### src/rtl/regbank_wb_arbiter_if.sv
// Writeback bus between the NREQ writeback sources, the arbiter, and reg_bank's write port.
// The arbiter uses the slave view; whoever drives the requests uses the master view.
interface regbank_wb_arbiter_if #(
  parameter int NREQ   = 3,
  parameter int DATA_W = 32,
  parameter int ADDR_W = 5
);
  logic [NREQ-1:0]        req_valid;
  logic [NREQ*ADDR_W-1:0] req_addr;
  logic [NREQ*DATA_W-1:0] req_data;
  logic [NREQ-1:0]        req_ready;
  logic                   clear_start;
  logic                   clear_busy;
  logic                   rf_write;
  logic [ADDR_W-1:0]      rf_des_reg;
  logic [DATA_W-1:0]      rf_write_data;

  modport slave (
    input  req_valid, req_addr, req_data, clear_start,
    output req_ready, clear_busy, rf_write, rf_des_reg, rf_write_data
  );

  modport master (
    output req_valid, req_addr, req_data, clear_start,
    input  req_ready, clear_busy, rf_write, rf_des_reg, rf_write_data
  );
endinterface

### src/rtl/regbank_wb_arbiter.sv
// Round-robin arbiter for the register bank's single write port.
// It also has a clear sequencer that zeroes x1..x31 through the same port.
module regbank_wb_arbiter #(
  parameter int NREQ   = 3,
  parameter int DATA_W = 32,
  parameter int ADDR_W = 5
) (
  input  logic                clk,
  input  logic                reset_n,
  regbank_wb_arbiter_if.slave wb
);
  localparam int PTR_W = $clog2(NREQ);
  localparam logic [ADDR_W-1:0] LAST_IDX = '1;

  typedef enum logic {ARB, CLEAR} state_t;

  state_t                         state;
  logic [PTR_W-1:0]               rr_ptr;
  logic [PTR_W-1:0]               gnt_idx;
  logic                           found;
  logic [ADDR_W-1:0]              clr_idx;
  logic [NREQ-1:0][ADDR_W-1:0]    addr_l;
  logic [NREQ-1:0][DATA_W-1:0]    data_l;

  // Modulo-NREQ add; NREQ need not be a power of two.
  function automatic logic [PTR_W-1:0] wrap_add(input logic [PTR_W-1:0] p, input int k);
    int s;
    s = int'(p) + k;
    if (s >= NREQ) s = s - NREQ;
    return PTR_W'(s);
  endfunction

  for (genvar i = 0; i < NREQ; i++) begin : g_lane
    assign addr_l[i] = wb.req_addr[i*ADDR_W +: ADDR_W];
    assign data_l[i] = wb.req_data[i*DATA_W +: DATA_W];
  end

  always_comb begin
    found   = 1'b0;
    gnt_idx = '0;
    for (int k = 0; k < NREQ; k++) begin
      if (!found && wb.req_valid[wrap_add(rr_ptr, k)]) begin
        found   = 1'b1;
        gnt_idx = wrap_add(rr_ptr, k);
      end
    end
  end

  // Ready is combinational; a pending clear takes priority over every request.
  always_comb begin
    wb.req_ready = '0;
    if (reset_n && state == ARB && !wb.clear_start && found)
      wb.req_ready[gnt_idx] = 1'b1;
  end

  always_ff @(posedge clk or negedge reset_n) begin
    if (!reset_n) begin
      state            <= ARB;
      rr_ptr           <= '0;
      clr_idx          <= '0;
      wb.clear_busy    <= 1'b0;
      wb.rf_write      <= 1'b0;
      wb.rf_des_reg    <= '0;
      wb.rf_write_data <= '0;
    end else begin
      case (state)
        ARB: begin
          if (wb.clear_start) begin
            state         <= CLEAR;
            clr_idx       <= ADDR_W'(1);
            wb.clear_busy <= 1'b1;
            wb.rf_write   <= 1'b0;
          end else if (found) begin
            rr_ptr           <= wrap_add(gnt_idx, 1);
            wb.rf_write      <= (addr_l[gnt_idx] != '0);   // x0 is hardwired zero
            wb.rf_des_reg    <= addr_l[gnt_idx];
            wb.rf_write_data <= data_l[gnt_idx];
          end else begin
            wb.rf_write <= 1'b0;
          end
        end
        CLEAR: begin
          wb.rf_write      <= 1'b1;
          wb.rf_des_reg    <= clr_idx;
          wb.rf_write_data <= '0;
          if (clr_idx == LAST_IDX) begin
            state         <= ARB;
            wb.clear_busy <= 1'b0;
          end else begin
            clr_idx <= clr_idx + ADDR_W'(1);
          end
        end
        default: state <= ARB;
      endcase
    end
  end
endmodule

### src/flat_wrapper.sv
// flat-port wrapper written by rule: the top's interface ports become plain ports
module regbank_wb_arbiter_flat 
#(
  parameter int NREQ   = 3,
  parameter int DATA_W = 32,
  parameter int ADDR_W = 5
)
  (clk, reset_n, wb_req_valid, wb_req_addr, wb_req_data, wb_clear_start, wb_req_ready, wb_clear_busy, wb_rf_write, wb_rf_des_reg, wb_rf_write_data);
  regbank_wb_arbiter_if #(.NREQ(NREQ), .DATA_W(DATA_W), .ADDR_W(ADDR_W)) wb_i ();
  input  logic clk;
  input  logic reset_n;
  input wire logic [$bits(wb_i.req_valid)-1:0] wb_req_valid;
  input wire logic [$bits(wb_i.req_addr)-1:0] wb_req_addr;
  input wire logic [$bits(wb_i.req_data)-1:0] wb_req_data;
  input wire logic [$bits(wb_i.clear_start)-1:0] wb_clear_start;
  output wire logic [$bits(wb_i.req_ready)-1:0] wb_req_ready;
  output wire logic [$bits(wb_i.clear_busy)-1:0] wb_clear_busy;
  output wire logic [$bits(wb_i.rf_write)-1:0] wb_rf_write;
  output wire logic [$bits(wb_i.rf_des_reg)-1:0] wb_rf_des_reg;
  output wire logic [$bits(wb_i.rf_write_data)-1:0] wb_rf_write_data;
  assign wb_i.req_valid = wb_req_valid;
  assign wb_i.req_addr = wb_req_addr;
  assign wb_i.req_data = wb_req_data;
  assign wb_i.clear_start = wb_clear_start;
  assign wb_req_ready = wb_i.req_ready;
  assign wb_clear_busy = wb_i.clear_busy;
  assign wb_rf_write = wb_i.rf_write;
  assign wb_rf_des_reg = wb_i.rf_des_reg;
  assign wb_rf_write_data = wb_i.rf_write_data;
  regbank_wb_arbiter #(.NREQ(NREQ), .DATA_W(DATA_W), .ADDR_W(ADDR_W)) u_core (.clk(clk), .reset_n(reset_n), .wb(wb_i));
endmodule
### config.mk
export PLATFORM = sky130hd
export DESIGN_NAME = regbank_wb_arbiter_flat
export DESIGN_NICKNAME = d
export VERILOG_FILES = /design/src/rtl/regbank_wb_arbiter_if.sv /design/src/rtl/regbank_wb_arbiter.sv /design/src/flat_wrapper.sv
export SDC_FILE = /design/constraint.sdc
export NUM_CORES = 1
export LEC_CHECK = 0
export CAP_MARGIN = 20
export CORE_MARGIN = 2
export CORE_UTILIZATION = 45
export CTS_BUF_LIST = sky130_fd_sc_hd__clkbuf_8
export DETAILED_ROUTE_END_ITERATION = 12
export PLACE_DENSITY = 0.86
export RECOVER_POWER = 25
export SLEW_MARGIN = 40
export SYNTH_ARGS = -nofsm -noshare
export SYNTH_HDL_FRONTEND = slang
export SYNTH_SLANG_ARGS = --single-unit
### constraint.sdc
create_clock -name clk -period 6.2 [get_ports clk]
set_input_delay 1.86 -clock clk [delete_from_list [all_inputs] [get_ports clk]]
set_output_delay 1.86 -clock clk [all_outputs]
set_load 0.03 [all_outputs]
==> results.tsv <==
stage	metric	value	unit
clocking	h-tree-depth	2	
logic_synthesis	synth_edf_count	0	
timing	setup_viol	0	
final_layout	area_growth	51.25	%
final_layout	fin_nets	623	
logic_synthesis	yosysUniqueCellTypes	62	
logic_synthesis	netlist_instances	363	
route	vias	3460	
route	drc	0	
final_layout	ff_latch_area	1176	um2
global_route	first_global_vias	3502	
critical_path	path_cells	clkdlybuf4s50_1, mux2i_4, nor2_2, o31a_4, nor2_4, and4_1, clkdlybuf4s50_1	
pwr	p_leak	1.990	nW
logic_synthesis	yosys_warnings	0	
route	drt_first_pass_iters	4	
logic_synthesis	synthArstFlopShare	100.0	%
timing	finClkSkew	0.01035	ns
clocking	cts_setup_buffers	0	
pwr	powerDensity	364.0	nW/um2
final_layout	fillerInstances	541	
logic_synthesis	synth_nets	486	
critical_path	cp.arrival	4.25	ns
min_path	hold-path-endpoint	u_core.wb.rf_write_data[1]	
logic_synthesis	netlist_area	3244	um2
critical_path	path_class	input port to primary output	
die	placeableCoreArea	6869	um2
timing	min_period_over_period	98.51	%
clocking	clock_sinks	47	
critical_path	cp_slowest_cell	clkdlybuf4s50_1	
placed_design	portBuffers	158	
die	dieArea	7905	um2
final_layout	fin_util	71.44	%
final_layout	layout_common_cells	clkdlybuf4s50_1 (156), dfrtp_1 (47), nor2_1 (38)	
min_path	min-delay-start	u_core.wb.rf_write_data[1]	
route	ant_nets	0	
job	drv_cap	0	
global_route	antenna_found_initial	0	
timing	relSlewSlack	45.29	%
global_route	grt_max_degree	79	
route	top_layer	met4	
route	met2_length	5365	um
critical_path	r2r_slack	2.93	ns
critical_path	cp-start-kind	input port	
clocking	clk_pin_slew	0.10	ns
logic_synthesis	ys_ff_latch	47	
die	start_util	47.23	%
route	drtIter0Drc	225	
logic_synthesis	synth.avg_cell_area	8.938	um2
outcome	outcome	finished clean	
logic_synthesis	synth.largest_area_cell	dfrtp_1	
route	wire_per_inst	18.18	um
final_layout	diodes	0	
final_layout	final_common_cell	clkdlybuf4s50_1	
placed_design	gp_congestion	0.8577	
final_layout	drive_above_1_share	8.184	%
final_layout	largest_reg_flops	32	
pwr	ir_drop	0.2950	mV
clocking	clock_latency	0.30	ns
timing	finalCriticalPeriod	6.108	ns
logic_synthesis	synth-seq-area-share	36.25	%
global_route	grt_usage	27.08	%
logic_synthesis	synth_top_area_share	36.25	%
critical_path	critPathRequiredTime	4.34	ns
critical_path	critical_path.top_delay_family	buffers and inverters	
critical_path	critPathMaxFanout	7	
clocking	numCtsBuffers	5	
die	io_pins	159	
min_path	hold_depth	1	
critical_path	critPathCaptureType	primary output	
die	die_y	88.91	um
timing	hold_viol_final	0	
clocking	cts_tree	built	
die	die_x	88.91	um
clocking	post_cts_resized	0	
final_layout	multi_input_area	1837	um2
timing	grt_setup_unrepaired	no	
critical_path	cp.buffers_inverters	2	
critical_path	timing.rr.start	u_core.rr_ptr[1]	
timing	tightest_slew	0.8207	ns
critical_path	r2r_cells	9	
logic_synthesis	ys.flop_type	dfrtp_1	
timing	slew_viol_final	0	
global_route	grt_pass1_wl	16650	um
global_route	grt_overflow_total	0	
timing	max_freq	0.1637	GHz
min_path	hp-class	flip-flop to flip-flop	
route	met1_length	4413	um
clocking	ctsHoldBuffers	0	
route	routed_wl	10850	um
critical_path	cpMostUsedCell	clkdlybuf4s50_1	
critical_path	max_stage_delay	0.67	ns
critical_path	r2r-end	u_core.wb.rf_des_reg[4]	
clocking	cts-root-buf	clkbuf_8	
route	routed-wl-met3	852	um
timing	fin_tns_setup	0	ns
clocking	clock_path_buffers	2	
placed_design	place_hpwl	7843	um
route	vias_per_cell	5.796	
die	row_count	30	
logic_synthesis	synth_area_leaders	dfrtp_1 (36%), a22o_1 (7.8%), o21ai_0 (5.2%)	
cell usage after synthesis (all sizes together) (2+ instances only):
cell    number
dfrtp       47
nor2        41
o21ai       37
nand3       31
a22o        29
a31oi       27
buf         27
a21oi       12
nand2b      12
clkbuf      10
nand2       10
ha           6
a221o        5
inv          5
mux2i        5
nand4        5
nor2b        5
o22ai        4
a211oi       3
a31o         3
mux2         3
nand3b       3
o221ai       3
o31ai        3
a21o         2
and2         2
nor3         2
nor3b        2
or2          2
xnor2        2
layout make-up:
class / count / area share, %
sequential: 47 / 23.97
tap: 96 / 2.448
timing repair buffer: 167 / 33.43
multi-input combinational: 274 / 37.43
clock inverter: 3 / 0.9434
clock buffer: 5 / 1.402
inverter: 5 / 0.3825
power breakdown:
| group | total, W | switching (W) | internal, W |
|---|---|---|---|
| clock network | 0.000234 | 0.000112 | 0.000122 |
| logic | 0.00113 | 0.000653 | 0.000473 |
| registers | 0.000426 | 0.0000611 | 0.000365 |
worst max-delay path by stage:
stage	cells after the start	slack, ns	from	to
final	7	0.09	wb_req_valid[1]	wb_req_ready[0]
after global placement	8	0.18	wb_req_valid[1]	wb_req_ready[2]
after floorplan	7	1.08	wb_req_valid[0]	wb_req_ready[2]
after global routing	8	0.03	wb_req_valid[1]	wb_req_ready[2]
after detailed placement	7	0.12	wb_req_valid[1]	wb_req_ready[0]
after CTS	7	0.12	wb_req_valid[1]	wb_req_ready[0]
through the flow:
stage / cells / worst slack, ns / area, um2 / hold slack, ns / power, W
after CTS: 597 / 0.1169 / 4908 / 0.5176 / 0.001784
after global placement: 589 / 0.1826 / 4793 / 0.4885 / 0.001515
after global routing: 597 / 0.02721 / 4907 / 0.5338 / 0.001914
after detailed placement: 589 / 0.1169 / 4793 / 0.4906 / 0.001547
after floorplan: 363 / 1.076 / 3244 / 0.4960 / 0.001273
final: 597 / 0.09222 / 4907 / 0.5125 / 0.001786
layer usage:
| metal | GRT usage, % | vias to the layer above |
|---|---|---|
| li1 | - | 1628 |
| met1 | 33.41 | 1650 |
| met2 | 47.22 | 157 |
| met3 | 5.263 | 25 |
| met4 | 9.642 | 0 |
| met5 | 0 | - |
worst reg2reg max path: cells and delay by family (launching register included):
family	cells	cell delay, ns
AOI/OAI and AO/OA	4	0.81
DFF	1	0.45
buffers and inverters	2	0.69
muxes	2	0.71
adders and majority gates	1	0.45
kinds of logic after synthesis:
family                     synth area share (%)
buffers and inverters                     7.405
muxes                                     3.471
AOI/OAI and AO/OA                         30.43
DFF                                       36.25
and+or+nand+nor                           19.32
adders and majority gates                 2.314
xor gates and xnor gates                 0.8100
Power figures use the tool's default switching activity.
